<file path="src/rtl/regfile_wr_arbiter_pkg.sv">
// Shared constants, types and helpers for the register-file write-port arbiter.
// Optional feature macro: RF_ARB_ZERO_FILTER_EN (drops writes to x0 inside the arbiter).
package rf_pkg;

    localparam int XLEN          = 32;
    localparam int ADDR_W        = 5;
    localparam int REG_COUNT     = 32;
    localparam int N_REQ_DEFAULT = 3;

    typedef logic [ADDR_W-1:0] reg_addr_t;
    typedef logic [XLEN-1:0]   xlen_t;

    // Next round-robin position after index idx in a ring of n entries
    function automatic int wrap_inc(input int idx, input int n);
        return (idx + 1 >= n) ? 0 : idx + 1;
    endfunction

endpackage

</file>
<file path="src/rtl/regfile_wr_arbiter_if.sv">
// Requester-side bus of the register-file write arbiter: per-requester valid,
// destination address and data, plus the one-hot ready returned by the arbiter.
interface regfile_wr_arbiter_if #(
    parameter int N_REQ  = rf_pkg::N_REQ_DEFAULT,
    parameter int XLEN   = rf_pkg::XLEN,
    parameter int ADDR_W = rf_pkg::ADDR_W
);

    logic [N_REQ-1:0]        req_valid;
    logic [N_REQ*ADDR_W-1:0] req_addr;
    logic [N_REQ*XLEN-1:0]   req_data;
    logic [N_REQ-1:0]        req_ready;

    // Writeback sources drive requests and observe the grant
    modport master (
        output req_valid,
        output req_addr,
        output req_data,
        input  req_ready
    );

    // The arbiter consumes requests and returns the grant
    modport slave (
        input  req_valid,
        input  req_addr,
        input  req_data,
        output req_ready
    );

endinterface

</file>
<file path="src/rtl/regfile_wr_arbiter_rr_pick.sv">
// Combinational rotate-priority selector: starting at ptr and wrapping, the
// first valid index wins. Produces a one-hot grant, its index and a found flag.
module rr_pick #(
    parameter  int N_REQ = rf_pkg::N_REQ_DEFAULT,
    localparam int IDX_W = $clog2(N_REQ)
) (
    input  logic [N_REQ-1:0] valid,
    input  logic [IDX_W-1:0] ptr,
    output logic [N_REQ-1:0] grant,
    output logic [IDX_W-1:0] idx,
    output logic             found
);

    import rf_pkg::*;

    // Walk the ring from ptr and latch onto the first valid requester
    always_comb begin
        grant = '0;
        idx   = '0;
        found = 1'b0;
        for (int k = 0; k < N_REQ; k++) begin
            int pos;
            pos = int'(ptr) + k;
            if (pos >= N_REQ) begin
                pos = pos - N_REQ;
            end
            if (!found && valid[pos]) begin
                grant[pos] = 1'b1;
                idx        = IDX_W'(pos);
                found      = 1'b1;
            end
        end
    end

endmodule

</file>
<file path="src/rtl/regfile_wr_arbiter.sv">
// Round-robin arbiter sharing the single register-file write port (WE3/A3/WD3)
// between N_REQ writeback sources. A transfer in cycle t becomes a registered
// write command during cycle t+1. wr_stall blocks new grants; wr_flush blocks
// the grant and so forces the next WE3 low (flush dominates stall).
// Optional macro RF_ARB_ZERO_FILTER_EN: transfers to x0 are accepted but never
// turned into a write.
module regfile_wr_arbiter #(
    parameter  int N_REQ  = rf_pkg::N_REQ_DEFAULT,
    parameter  int XLEN   = rf_pkg::XLEN,
    parameter  int ADDR_W = rf_pkg::ADDR_W,
    localparam int IDX_W  = $clog2(N_REQ)
) (
    input  logic                 clk,
    input  logic                 rst_n,
    regfile_wr_arbiter_if.slave  req_if,
    input  logic                 wr_stall,
    input  logic                 wr_flush,
    output logic                 WE3,
    output logic [ADDR_W-1:0]    A3,
    output logic [XLEN-1:0]      WD3,
    output logic [IDX_W-1:0]     grant_id,
    output logic [IDX_W-1:0]     rr_ptr
);

    import rf_pkg::*;

    logic [N_REQ-1:0]  pick_grant;
    logic [IDX_W-1:0]  pick_idx;
    logic              pick_found;
    logic              arb_live;
    logic              allow;
    logic              transfer;
    logic              write_ok;
    logic [ADDR_W-1:0] sel_addr;
    logic [XLEN-1:0]   sel_data;
    logic [IDX_W-1:0]  ptr_next;

    rr_pick #(.N_REQ(N_REQ)) u_pick (
        .valid (req_if.req_valid),
        .ptr   (rr_ptr),
        .grant (pick_grant),
        .idx   (pick_idx),
        .found (pick_found)
    );

    // Grants are withheld while reset is asserted, during a stall and on a flush
    assign allow            = arb_live && !wr_stall && !wr_flush;
    assign req_if.req_ready = allow ? pick_grant : '0;
    assign transfer         = allow && pick_found;

    assign sel_addr = req_if.req_addr[int'(pick_idx)*ADDR_W +: ADDR_W];
    assign sel_data = req_if.req_data[int'(pick_idx)*XLEN +: XLEN];
    assign ptr_next = IDX_W'(wrap_inc(int'(pick_idx), N_REQ));

`ifdef RF_ARB_ZERO_FILTER_EN
    assign write_ok = transfer && (sel_addr != '0);
`else
    assign write_ok = transfer;
`endif

    // Cleared asynchronously by reset so req_ready drops at once; enables grants from the first clock after release
    always_ff @(posedge clk or negedge rst_n) begin
        if (!rst_n) begin
            arb_live <= 1'b0;
        end else begin
            arb_live <= 1'b1;
        end
    end

    // Round-robin pointer moves just past the winner on every transfer
    always_ff @(posedge clk or negedge rst_n) begin
        if (!rst_n) begin
            rr_ptr <= '0;
        end else if (transfer) begin
            rr_ptr <= ptr_next;
        end
    end

    // Registered write command; address, data and id hold when nothing is written
    always_ff @(posedge clk or negedge rst_n) begin
        if (!rst_n) begin
            WE3      <= 1'b0;
            A3       <= '0;
            WD3      <= '0;
            grant_id <= '0;
        end else begin
            WE3 <= write_ok;
            if (write_ok) begin
                A3       <= sel_addr;
                WD3      <= sel_data;
                grant_id <= pick_idx;
            end
        end
    end

endmodule

</file>
<file path="src/flat_wrapper.sv">
// flat-port wrapper written by rule: the top's interface ports become plain ports
module regfile_wr_arbiter_flat import rf_pkg::*;
#(
    parameter  int N_REQ  = rf_pkg::N_REQ_DEFAULT,
    parameter  int XLEN   = rf_pkg::XLEN,
    parameter  int ADDR_W = rf_pkg::ADDR_W,
    localparam int IDX_W  = $clog2(N_REQ)
)
  (clk, rst_n, wr_stall, wr_flush, WE3, A3, WD3, grant_id, rr_ptr, req_if_req_valid, req_if_req_addr, req_if_req_data, req_if_req_ready);
  regfile_wr_arbiter_if #(.N_REQ(N_REQ), .XLEN(XLEN), .ADDR_W(ADDR_W)) req_if_i ();
  input  logic clk;
  input  logic rst_n;
  input  logic wr_stall;
  input  logic wr_flush;
  output logic WE3;
  output logic [ADDR_W-1:0] A3;
  output logic [XLEN-1:0] WD3;
  output logic [IDX_W-1:0] grant_id;
  output logic [IDX_W-1:0] rr_ptr;
  input wire logic [$bits(req_if_i.req_valid)-1:0] req_if_req_valid;
  input wire logic [$bits(req_if_i.req_addr)-1:0] req_if_req_addr;
  input wire logic [$bits(req_if_i.req_data)-1:0] req_if_req_data;
  output wire logic [$bits(req_if_i.req_ready)-1:0] req_if_req_ready;
  assign req_if_i.req_valid = req_if_req_valid;
  assign req_if_i.req_addr = req_if_req_addr;
  assign req_if_i.req_data = req_if_req_data;
  assign req_if_req_ready = req_if_i.req_ready;
  regfile_wr_arbiter #(.N_REQ(N_REQ), .XLEN(XLEN), .ADDR_W(ADDR_W)) u_core (.clk(clk), .rst_n(rst_n), .req_if(req_if_i), .wr_stall(wr_stall), .wr_flush(wr_flush), .WE3(WE3), .A3(A3), .WD3(WD3), .grant_id(grant_id), .rr_ptr(rr_ptr));
endmodule
</file>
<file path="config.mk">
export PLATFORM = sky130hd
export DESIGN_NAME = regfile_wr_arbiter_flat
export DESIGN_NICKNAME = d
export VERILOG_FILES = /design/src/rtl/regfile_wr_arbiter_pkg.sv /design/src/rtl/regfile_wr_arbiter_if.sv /design/src/rtl/regfile_wr_arbiter_rr_pick.sv /design/src/rtl/regfile_wr_arbiter.sv /design/src/flat_wrapper.sv
export SDC_FILE = /design/constraint.sdc
export NUM_CORES = 1
export LEC_CHECK = 0
export BUFFER_PORTS_ARGS = -buffer_cell sky130_fd_sc_hd__buf_4
export CORE_MARGIN = 10
export CORE_UTILIZATION = 30
export DETAILED_ROUTE_END_ITERATION = 12
export GPL_TIMING_DRIVEN = 0
export PLACE_DENSITY = 0.57
export SLEW_MARGIN = 40
export SYNTH_ARGS = -nofsm -noshare
export SYNTH_HDL_FRONTEND = slang
export SYNTH_HIERARCHICAL = 1
export SYNTH_SLANG_ARGS = --single-unit
</file>
<file path="constraint.sdc">
create_clock -name clk -period 5.14 [get_ports clk]
set_input_delay 0.257 -clock clk [delete_from_list [all_inputs] [get_ports clk]]
set_output_delay 0.257 -clock clk [all_outputs]
set_load 0.01 [all_outputs]
</file>
# Yosys cells after proc, flatten, opt, wreduce, memory -nomap -nowiden
# Cells that the tools add are included.
dict set report op_classes {
  n_reduce_logical 12
  order_cmp 10
  add_sub_neg 6
  n_mul 1
  n_mux 29
  shift 2
  bitwise_logic 2
}
# cell count
set ops {}
lappend ops {{>= comparator 32 x 1 -> 1 bit, second input constant} 3}
lappend ops {{< comparator 32 x 4 -> 1 bit, second input constant} 3}
lappend ops {{2-to-1 mux 32 bit} 3}
lappend ops {{variable part select 96 x 8 -> 32 bit} 1}
lappend ops {{variable part select 15 x 32 -> 5 bit} 1}
lappend ops {{2-to-1 mux 1 bit} 12}
lappend ops {{2-to-1 mux 3 bit} 4}
lappend ops {{>= comparator 3 x 2 -> 1 bit, second input constant} 3}
lappend ops {{logical AND 1 bit} 8}
lappend ops {{2-to-1 mux 2 bit} 4}
lappend ops {{subtractor 3 x 2 -> 4 bit, second input constant} 2}
lappend ops {{adder 2 x 1 -> 3 bit, second input constant} 2}
lappend ops {{binary-select mux 1 bit (select 2 bit)} 3}
lappend ops {{demux 1 bit (select 2 bit)} 3}
lappend ops {{OR 3 bit} 2}
lappend ops {{multiplier 2 x 3 -> 5 bit, second input constant} 1}
lappend ops {{zero test 1 bit} 4}
lappend ops {{adder 2 x 2 -> 3 bit, second input constant} 1}
lappend ops {{subtractor 2 x 2 -> 3 bit, second input constant} 1}
lappend ops {{>= comparator 2 bit, second input constant} 1}
dict set report word_totals {
  elab_cells 68
  reg_bits 43
  output_inout_bits 45
  in_bits 118
}

# Logic depth before layout (Yosys ltp)
# Gate-level depths: netlist of run 1.
dict set report logic_depth {
  ltp_word 15
  depth_mapped 13
  depth_no_buf 10
}

# Hierarchy
# The synthesis of run 1 kept the hierarchy.
# mod cells_per_inst n_inst seq_area_each_um2 area_each_um2
set modules_own_cells {}
lappend modules_own_cells {regfile_wr_arbiter 268 1 1076.0 2432.3}
lappend modules_own_cells {rr_pick 52 1 0.0 381.6}

# Worst setup path before layout of run 1
# No wires, ideal clock.
dict set report synth_path {
  path_type {reg-to-reg}
  startpoint {reg u_core.rr_ptr[0]}
  endpoint {reg u_core.WD3[19]}
  path_stages_with_launch 14
  path_buffers 4
  arrival_time_ps 2213
  path_slack_ps 2802
  setup_time_ps 126
  t_required_ps 5014
  period_less_slack_ps 2338
  cell_sequence {dfrtp_1 inv_1 ha_1 buf_2 inv_1 o31ai_1 a21oi_1 nor2_1 buf_4 buf_12 buf_12 mux2i_1 a2bb2oi_1 a21oi_1}
}
dict set report synth_via {
  elab_chain_cells 13
  elab_cells_between_ends 32
  cone_classes {5 x add/sub; 3 x order compare; 1 x shift; 18 x mux; 5 x reduce/logical}
}
# item line
set synth_lines {}
lappend synth_lines {{start, declared} regfile_wr_arbiter.sv:22} ;# output logic [IDX_W-1:0] rr_ptr
lappend synth_lines {{start signal, assigned} regfile_wr_arbiter.sv:75} ;# rr_ptr <= ptr_next;
lappend synth_lines {{branches (longest 11 deep; another with subtractor 3 x 2 -> 4 bit)} n/a}
lappend synth_lines {{2-to-1 mux 2 bit *} regfile_wr_arbiter_rr_pick.sv:27} ;# if (!found && valid[pos]) begin
lappend synth_lines {{named net u_core.pick_idx[1]} regfile_wr_arbiter.sv:28} ;# logic [IDX_W-1:0] pick_idx;
lappend synth_lines {{variable part select 96 x 8 -> 32 bit *} regfile_wr_arbiter.sv:52} ;# assign sel_data = req_if.req_data[int'(pick_idx)*XLEN +: XLEN];
lappend synth_lines {{end signal, assigned} regfile_wr_arbiter.sv:90} ;# WD3 <= sel_data;
lappend synth_lines {{end, declared} regfile_wr_arbiter.sv:20} ;# output logic [XLEN-1:0] WD3,
# Mark *: on every way through the listed nets, which the timed path passes. The select of a mux whose other input is x is not followed.
# A chain may end at the register's enable or synchronous reset.

# Worst setup path after layout of run 1
dict set report layout_path {
  startpoint {reg u_core.rr_ptr[0]}
  endpoint {reg u_core.WD3[30]}
}
# Same word-level chain as after synthesis.

==> results of run 1 <==
[cell type report]
class	instances	area (um^2)	area share, %
plain buffers	25	181.4	4.222
clock buffers	6	82.58	1.922
clock inverters	2	35.03	0.8154
inverters	6	22.52	0.5242
multi-input cells	246	1534	35.70
flip-flops and latches	43	1076	25.04
well taps	111	138.9	3.232
repair buffers	163	1226	28.54
[metal layers]
metal | up-vias | track usage, % | part of all wire, %
met2 | 99 | 24.52 | 50
met3 | 4 | 5.963 | 8.6
met4 | 0 | 2.718 | 0.55
li1 | 1431 | - | -
met5 | - | 0 | 0
met1 | 1342 | 16.20 | 41
[state kept, by name, summed over array words and instances, names as in the netlist]
signal           flops
u_core/WD3          32
u_core/A3            5
u_core/grant_id      2
u_core/rr_ptr        2
u_core/WE3           1
u_core/arb_live      1
[worst max-delay path, delay by kind of cell (launching register included)]
kind | cells | cell delay, ns
adders and majority gates | 1 | 0.28
and+or+nand+nor | 1 | 0.19
AOI/OAI and AO/OA | 4 | 0.73
DFF | 1 | 0.44
buffers and inverters | 5 | 1.15
[worst max path at each step]
stage	endpoint
global route	u_core/WD3[26]
floorplan	u_core/WD3[19]
global placement	u_core/WD3[29]
CTS	u_core/WD3[30]
detailed placement	u_core/WD3[30]
finish	u_core/WD3[30]
[metrics by stage]
stage	total power [uW]	instance area (um^2)
global placement	2074	4169
global route	2544	4297
finish	2339	4297
floorplan	1519	2814
detailed placement	2090	4169
CTS	2379	4297
[power groups by stage]
stage	sequential, uW	clock [uW]	combinational, uW
after floorplan	666	0	853
after detailed placement	596	0	1490
after CTS	593	288	1500
after global routing	614	301	1630
final	591	279	1470
after global placement	591	0	1480
[cell families (layout without fill, tap and decap cells)]
group / Yosys count / after routing
AOI/OAI and AO/OA: 94 / 94
adders and majority gates: 4 / 4
buffers and inverters: 31 / 202
DFF: 43 / 43
muxes: 40 / 40
other: 1 / 1
and+or+nand+nor: 107 / 107
[cells in the final DEF (no fill, tap or decap), types with 3 or more instances in the layout]
cell type    n
buf_4      166
a21oi_1     80
dfrtp_1     43
nor2_1      42
mux2i_1     38
or2_2       29
nand2_1     13
clkbuf_1     9
clkbuf_8     7
or2_1        7
buf_2        6
inv_1        5
ha_1         4
and2_1       3
buf_6        3
nand2b_1     3
[timing repair]
action	4_1_cts	5_1_grt
hold buffers	1	0
hold endpoints to repair	43	0
setup endpoints to repair	0	0
==> impl_metrics.csv, run 1 <==
group,metric,value,unit
run_status,outcome,"complete, no violations",
detailed_routing,drt_iter0_drc,110,
setup_path,r2r_cells,11,
final_layout,area_growth,52.69,%
placed_design,port_buffers,162,
logic_synthesis,synth_compound_area_share,18.32,%
detailed_routing,first_pass_iters,6,
placed_design,gp_congestion,0.7895,
setup_path,required,5.34,ns
logic_synthesis,ys.flop_type,"dfrtp_1",
logic_synthesis,synth_top_area_share,38.24,%
clock_network,post_cts_resized,0,
grt,first_global_vias,3033,
timing,maxSlewHeadroom,61.77,%
clock_network,cts_setup_buffers,0,
clock_network,cts-root-buf,"clkbuf_8",
setup_path,critPathCaptureType,"flop",
logic_synthesis,synth_common_cells,"a21oi_1, dfrtp_1, nor2_1",
timing,fin_tns_setup,0,ns
logic_synthesis,synthSimpleGateAreaFrac,19.16,%
grt,antenna_found_initial,0,
setup_path,cp_max_fo,10,
floorplanning,die_x,116.9,um
clock_network,insertion_delay,0.30,ns
logic_synthesis,syn-cell-area,2814,um^2
timing,finalClockSkew,0.01432,ns
final_layout,final_cells,602,
setup_path,crit_start,"u_core/rr_ptr[0]",
setup_path,crit_path_max_incr_delay,0.44,ns
placed_design,pre_cts_ws,2.202,ns
timing,finalCritPeriodShare,56.22,%
floorplanning,die_area,13650,um^2
clock_network,cts_made_buffers,5,
grt,track_usage,14.24,%
power,clkPwrFrac,11.9,%
run,maxCapViolations,0,
power,switching_share,40.48,%
placed_design,post-dp-hpwl,8009,um
logic_synthesis,synth-xor-area-share,0,%
timing,tightest_slew,0.5735,ns
clock_network,tritoncts,"built",
power,intPower,1392,uW
logic_synthesis,synth_edf_count,0,
detailed_routing,wire_per_inst,16.50,um
floorplanning,core,9196,um^2
floorplanning,die-height,116.9,um
final_layout,nFillCells,940,
final_layout,n_antenna_cell,0,
placed_design,placed_cells,593,
clock_network,cts.clk_slew.worst_paths,0.09,ns
timing,report.final.slew_viol_count,0,
timing,fin_ws,2.250,ns
detailed_routing,totalWireLength,9935,um
floorplanning,ios,163,
power,p_leak,0.002078,uW
power,peakVddDrop,0.0002063,V
logic_synthesis,async_flop_share,100.0,%
clock_network,clkSinkCount,43,
logic_synthesis,synthAdderAreaFrac,1.779,%
setup_path,worstPathArrival,3.09,ns
logic_synthesis,syn-num-nets,442,
hold_path,worstHoldStart,"req_if_req_addr[7]",
logic_synthesis,yosysMostFrequentCell,"a21oi_1",
logic_synthesis,synthMuxAreaShare,15.12,%
timing,setup_viol_count_final,0,
logic_synthesis,yosysWarnings,6,
power,pwr-share-comb,62.8,%
setup_path,start_kind,"flop",
logic_synthesis,synthCells,320,
setup_path,path_cells,"inv_1 > ha_1 > buf_2 > inv_1 > a21oi_1 > o211ai_1 > a21oi_1 > clkbuf_1 > clkbuf_1 > or2_2 > a21oi_1",
logic_synthesis,synth_seq_cells,43,
detailed_routing,avgViaCountPerCell,4.777,
logic_synthesis,ys_seq_area_share,38.24,%
hold_path,hp-class,"in2reg",
clock_network,h-tree-depth,2,
clock_network,clk_path_buf_depth,2,
logic_synthesis,avgSynthCellArea,8.794,um^2
logic_synthesis,yosysUniqueCellTypes,41,
detailed_routing,vias,2876,
power,p_switching,947.0,uW
timing,rsz0062_at_grt,"false",
power,seq_power_share,25.2,%
hold_path,min_path_cells,3,
power,power.density,544.5,nW/um^2
final_layout,layout.nets,612,
floorplanning,rows,35,
setup_path,critical_path_class,"reg2reg",
setup_path,cp_slowest_cell,"dfrtp_1",
setup_path,reg2reg_slack,2.25,ns
logic_synthesis,synth_area_leaders,"dfrtp_1, a21oi_1, mux2i_1",
setup_path,reg2reg_from,"u_core/rr_ptr[0]",
setup_path,r2r_end,"u_core/WD3[30]",
logic_synthesis,synth_top_family_by_area,"simple AND/OR/NAND/NOR gates",
timing,min_period,2.890,ns
logic_synthesis,synth_top_cell_by_area,"dfrtp_1",
hold_path,min_to,"u_core/A3[2]",
setup_path,crit_top_cell,"a21oi_1",
grt,grt_overflow_total,0,
timing,hold_violations,0,
timing,whs,0.2412,ns
timing,clock.fmax,346.0,MHz
final_layout,drive_gt1_share,44.81,%
floorplanning,start_util,30.60,%
grt,grt_pass1_wl,15440,um
grt,grt_start_max_net_pins,44,
detailed_routing,drtAntennaViolNets,0,
final_layout,fin_util,46.72,%
detailed_routing,drc,0,
No activity file was read; power rests on OpenSTA's default activity.
==> run 2: changes to the inputs <==
- ABC_AREA: unset -> 1
- PLACE_DENSITY: 0.57 -> 0.58
- clock period: 5.14 -> 2.8 ns (I/O delays scaled with it)
==> run 2 against run 1 <==
  * Sequential power increased by 76%
  * Worst hold slack got worse by 0.10 ns
  * Wire length increased by 16%
  * Global-route usage increased by 2.2 points
  * Critical path type unchanged
  * Largest power group unchanged
  * Highest routed layer unchanged
==> impl_metrics.csv, run 2 <==
group,metric,value,unit
setup_path,cp_slowest_cell,"clkbuf_1",
placed_design,gp_congestion,0.8622,
power,intPower,2758,uW
setup_path,path_cells,"inv_1 > ha_2 > inv_2 > nand2_1 > nand3_1 > nand2_1 > nand2_1 > or2_1 > nand4_2 > clkbuf_1 > nand2_1 > nand2_1",
logic_synthesis,async_flop_share,100.0,%
floorplanning,die_x,116.7,um
logic_synthesis,yosysMostFrequentCell,"nand2_1",
hold_path,min_path_cells,5,
detailed_routing,vias,3352,
power,switching_share,51.26,%
logic_synthesis,synth_area_leaders,"dfrtp_1, nand2_1, nand3_1",
clock_network,insertion_delay,0.29,ns
placed_design,port_buffers,162,
grt,grt_pass1_wl,17660,um
final_layout,final_cell_mix,"nand2_1, buf_4, nand3_1",
logic_synthesis,ys.flop_type,"dfrtp_1",
detailed_routing,first_pass_iters,4,
final_layout,fin_util,46.54,%
setup_path,worstPathArrival,2.73,ns
hold_path,hp-class,"in2reg",
final_layout,largest_register_ffs,32,
timing,report.final.slew_viol_count,0,
setup_path,crit_path_max_incr_delay,0.47,ns
clock_network,h-tree-depth,2,
final_layout,area_growth,52.52,%
timing,rsz0062_at_grt,"false",
setup_path,reg2reg_from,"u_core/rr_ptr[0]",
run_status,outcome,"complete, no violations",
final_layout,n_antenna_cell,0,
logic_synthesis,synthCells,417,
setup_path,start_kind,"flop",
final_layout,layout.nets,709,
logic_synthesis,synth_top_area_share,38.34,%
clock_network,cts.clk_slew.worst_paths,0.09,ns
clock_network,clk_path_buf_depth,2,
setup_path,reg2reg_slack,0.30,ns
logic_synthesis,yosysUniqueCellTypes,22,
grt,first_global_vias,3343,
clock_network,tritoncts,"built",
final_layout,nFillCells,984,
detailed_routing,drtAntennaViolNets,0,
clock_network,clkSinkCount,43,
logic_synthesis,synth_seq_cells,43,
logic_synthesis,synth_edf_count,0,
hold_path,min_to,"u_core/WD3[19]",
detailed_routing,totalWireLength,11490,um
logic_synthesis,syn-num-nets,539,
final_layout,layout_commonest_cell,"nand2_1",
clock_network,cts-root-buf,"clkbuf_8",
timing,fin_ws,0.2996,ns
timing,hold_violations,0,
placed_design,post-dp-hpwl,9233,um
run,maxCapViolations,0,
setup_path,r2r_end,"u_core/WD3[28]",
power,clkPwrFrac,8.3,%
final_layout,reg_top3,"u_core/WD3 (32), u_core/A3 (5)",
timing,finalClockSkew,0.01287,ns
power,peakVddDrop,0.0007639,V
hold_path,worstHoldStart,"req_if_req_data[19]",
timing,tightest_slew,0.5627,ns
floorplanning,start_util,30.52,%
logic_synthesis,synth_common_cells,"nand2_1, nand3_1, dfrtp_1",
power,power.density,1322,nW/um^2
logic_synthesis,ys_seq_area_share,38.34,%
power,pwr-share-comb,73.3,%
setup_path,r2r_cells,12,
setup_path,cp_max_fo,10,
logic_synthesis,synth_top_cell_by_area,"dfrtp_1",
detailed_routing,drt_iter0_drc,200,
timing,maxSlewHeadroom,62.49,%
grt,track_usage,16.46,%
setup_path,required,3.03,ns
floorplanning,die_area,13620,um^2
power,p_switching,2901,uW
setup_path,critPathTopFamily,"simple AND/OR/NAND/NOR gates",
timing,setup_viol_count_final,0,
floorplanning,die-height,116.7,um
grt,antenna_found_initial,0,
final_layout,drive_gt1_share,35.78,%
timing,clock.fmax,399.9,MHz
placed_design,pre_cts_ws,0.2440,ns
power,seq_power_share,18.3,%
timing,finalCritPeriodShare,89.30,%
detailed_routing,avgViaCountPerCell,4.802,
setup_path,crit_buf_inv,3,
timing,min_period,2.500,ns
setup_path,critPathCaptureType,"flop",
setup_path,critical_path_class,"reg2reg",
floorplanning,core,9196,um^2
logic_synthesis,avgSynthCellArea,6.730,um^2
logic_synthesis,yosysWarnings,6,
setup_path,crit_top_cell,"nand2_1",
detailed_routing,drc,0,
grt,grt_start_max_net_pins,44,
detailed_routing,wire_per_inst,16.46,um
floorplanning,ios,163,
final_layout,regMostFlops,"u_core/WD3",
timing,fin_tns_setup,0,ns
clock_network,cts_made_buffers,5,
power,p_leak,0.002401,uW
grt,grt_overflow_total,0,
logic_synthesis,syn-cell-area,2806,um^2
floorplanning,rows,35,
## run 2: cell count changes after synthesis, moves of 8 or more
cell	change
nand3_1	+120
nand2_1	+165
or2_2	-29
a21oi_1	-80
inv_2	+8
nor2_1	-37
inv_1	+8
mux2i_1	-38
## run 2: logic make-up after synthesis
kind of cell               synth area share, %
AOI/OAI and AO/OA                        1.783
adders and majority gates                1.783
buffers and inverters                    9.496
DFF                                      38.34
other                                   0.1336
and+or+nand+nor                          48.46
## run 2: final cells by class
type / count / area, um^2 / area share, %
Buffer: 28 / 183.9 / 4.297
Sequential cell: 43 / 1076 / 25.14
Clock buffer: 6 / 72.57 / 1.695
Timing Repair Buffer: 163 / 1226 / 28.65
Clock inverter: 1 / 30.03 / 0.7015
Tap cell: 111 / 138.9 / 3.245
Inverter: 23 / 86.33 / 2.017
Multi-Input combinational cell: 323 / 1466 / 34.26
## run 2: how the worst max path moves through the flow
stage / startpoint / to / slack [ns] / cells after the start
finish: u_core/rr_ptr[0] / u_core/WD3[28] / 0.30 / 12
global placement: u_core/rr_ptr[0] / u_core/WD3[6] / 0.31 / 17
CTS: u_core/rr_ptr[0] / u_core/WD3[26] / 0.23 / 16
global route: u_core/rr_ptr[0] / u_core/WD3[6] / 0.05 / 17
floorplan: u_core/rr_ptr[0] / u_core/WD3[0] / 0.65 / 13
detailed placement: u_core/rr_ptr[0] / u_core/WD3[26] / 0.24 / 16
## run 2: power by group through the flow
stage	Sequential, uW	Combinational (uW)	Clock (uW)
floorplan	1150	2610	0
global placement	1040	4140	0
detailed placement	1040	4170	0
CTS	1040	4180	489
global route	1080	4650	518
finish	1040	4150	471
## run 2: tightest hold or removal path, cell delays in order
cell and delay [ns]:
buf_4 0.08, nand2_1 0.04, nand3_1 0.05, nand2_1 0.04
nand2_1 0.05
## run 2: per-layer routing
layer / up-vias / global-route usage (%) / wire (um)
li1: 1678 / - / -
met1: 1555 / 18.80 / 4609
met2: 115 / 28.50 / 5743
met3: 4 / 6.780 / 1103
met4: 0 / 2.718 / 33
met5: - / 0 / 0
## run 2: stage by stage
step | area (um^2) | total power [uW] | instances | hold slack [ns]
after floorplan | 2806 | 3759 | 417 | -0.1556
after global placement | 4161 | 5176 | 690 | 0.1768
after detailed placement | 4161 | 5216 | 690 | 0.1790
after CTS | 4274 | 5713 | 698 | 0.1346
after global routing | 4280 | 6242 | 698 | 0.1487
final | 4280 | 5660 | 698 | 0.1408
## run 2: timing repair
action	CTS	global route
hold buffers	1	0
gates resized for setup	0	4
buffers inserted	0	0
hold endpoints to repair	43	0
setup endpoints to repair	0	13
==> run 3: changes to the inputs <==
- CTS_BUF_LIST: unset -> sky130_fd_sc_hd__clkbuf_4 sky130_fd_sc_hd__clkbuf_8
==> run 3 against run 2 <==
  * Register-to-register slack about the same
  * Flip-flop and latch count unchanged
  * Non-clock buffer count unchanged
  * Final cell count unchanged
  * Global-route usage unchanged
  * Critical path type unchanged
  * Critical endpoint unchanged
  * Largest cell class unchanged
  * Largest power group unchanged
==> impl_metrics.csv, run 3 (same netlist as run 2, synthesis figures left out) <==
group,metric,value,unit
run_status,outcome,"complete, no violations",
clock_network,cts_setup_buffers,0,
clock_network,h-tree-depth,2,
setup_path,worstPathArrival,2.73,ns
clock_network,cts.clk_slew.worst_paths,0.09,ns
timing,maxSlewHeadroom,62.47,%
final_layout,drive_gt1_share,35.95,%
timing,min_period,2.498,ns
final_layout,final_cell_mix,"nand2_1, buf_4, nand3_1",
detailed_routing,totalWireLength,11510,um
final_layout,layout_commonest_cell,"nand2_1",
setup_path,required,3.03,ns
placed_design,port_buffers,162,
detailed_routing,wire_per_inst,16.49,um
placed_design,gp_congestion,0.8622,
clock_network,clk_path_buf_depth,2,
final_layout,regMostFlops,"u_core/WD3",
detailed_routing,drtAntennaViolNets,0,
floorplanning,core,9196,um^2
timing,finalClockSkew,0.01202,ns
final_layout,reg_top3,"u_core/WD3 (32), u_core/A3 (5)",
power,peakVddDrop,0.0007648,V
placed_design,post-dp-hpwl,9233,um
grt,grt_pass1_wl,17660,um
detailed_routing,avgViaCountPerCell,4.795,
timing,hold_violations,0,
power,p_leak,0.002404,uW
clock_network,tritoncts,"built",
power,p_total,5679,uW
setup_path,critical_path_class,"reg2reg",
timing,tightest_slew,0.5630,ns
run,maxCapViolations,0,
floorplanning,die_area,13620,um^2
timing,clock.fmax,400.3,MHz
grt,grt_overflow_total,0,
timing,setup_viol_count_final,0,
final_layout,area_growth,52.65,%
setup_path,start_kind,"flop",
floorplanning,rows,35,
detailed_routing,vias,3347,
timing,rsz0062_at_grt,"false",
grt,first_global_vias,3343,
detailed_routing,drc,0,
setup_path,cp_max_fo,10,
power,power.density,1326,nW/um^2
clock_network,cts-root-buf,"clkbuf_8",
floorplanning,die_x,116.7,um
clock_network,clkSinkCount,43,
clock_network,cts_made_buffers,5,
floorplanning,ios,163,
final_layout,layout.nets,709,
detailed_routing,first_pass_iters,4,
timing,finalCritPeriodShare,89.21,%
detailed_routing,drt_iter0_drc,196,
grt,track_usage,16.46,%
final_layout,largest_register_ffs,32,
hold_path,hp-class,"in2reg",
timing,report.final.slew_viol_count,0,
grt,antenna_found_initial,0,
final_layout,n_antenna_cell,0,
setup_path,critPathCaptureType,"flop",
clock_network,insertion_delay,0.30,ns
timing,fin_tns_setup,0,ns
floorplanning,start_util,30.52,%
floorplanning,die-height,116.7,um
grt,grt_start_max_net_pins,44,
-- run 3: cell count changes in the layout (fill, tap and decap cells not counted) --
cell / change
clkbuf_4: +1
clkbuf_1: -1
-- run 3: worst paths after layout --
path	start	to	slack, ns	depth (start not counted)
setup reg to reg	u_core/rr_ptr[0]	u_core/WD3[28]	0.30	12
max in group asynchronous	rst_n	u_core/rr_ptr[1]	2.03	2
hold reg to reg	u_core/WD3[3]	u_core/WD3[3]	0.48	2
min in group asynchronous	rst_n	u_core/A3[1]	0.36	2
setup / recovery	u_core/rr_ptr[0]	u_core/WD3[28]	0.30	12
hold / removal	req_if_req_data[19]	u_core/WD3[19]	0.14	5
-- run 3: final cells by class --
type,instances,area [um^2]
Buffer,28,183.9
Clock buffer,6,76.32
Clock inverter,1,30.03
Fill cell,984,4912
Inverter,23,86.33
Multi-Input combinational cell,323,1466
Sequential cell,43,1076
Tap cell,111,138.9
Timing Repair Buffer,163,1226
-- run 3: repair_timing --
| action | CTS | global route |
|---|---|---|
| hold buffers | 1 | 0 |
| resized for setup | 0 | 4 |
| endpoints found under the setup margin | 0 | 13 |
| hold endpoints to repair | 43 | 0 |
-- run 3: metrics by stage --
step	instances	hold slack, ns	cell area, um^2	utilization, %	setup WS [ns]
floorplan	417	-0.1556	2806	-	0.6485
global placement	690	0.1768	4161	45.25	0.3092
detailed placement	690	0.1790	4161	45.25	0.2440
CTS	698	0.1346	4278	46.52	0.2296
global route	698	0.1487	4284	46.59	0.05134
finish	698	0.1396	4284	46.59	0.3021
-- run 3: worst max-delay path, cell delays in order (launching register included) --
cell	delay, ns
dfrtp_1	0.45
inv_1	0.09
ha_2	0.40
inv_2	0.09
nand2_1	0.07
nand3_1	0.06
nand2_1	0.07
nand2_1	0.08
or2_1	0.26
nand4_2	0.20
clkbuf_1	0.47
nand2_1	0.10
nand2_1	0.10
-- run 3: where the power goes --
| group | internal (uW) | switching (uW) |
|---|---|---|
| Combinational | 1620 | 2540 |
| Clock | 272 | 212 |
| Sequential | 881 | 156 |
| Total | 2770 | 2910 |
-- run 3: per-layer routing --
layer	global-route usage, %	share of wire [%]	vias up
met5	0	0	-
met1	18.80	40	1553
met3	6.780	9.3	7
met2	28.50	50	110
li1	-	-	1677
met4	2.718	0.64	0
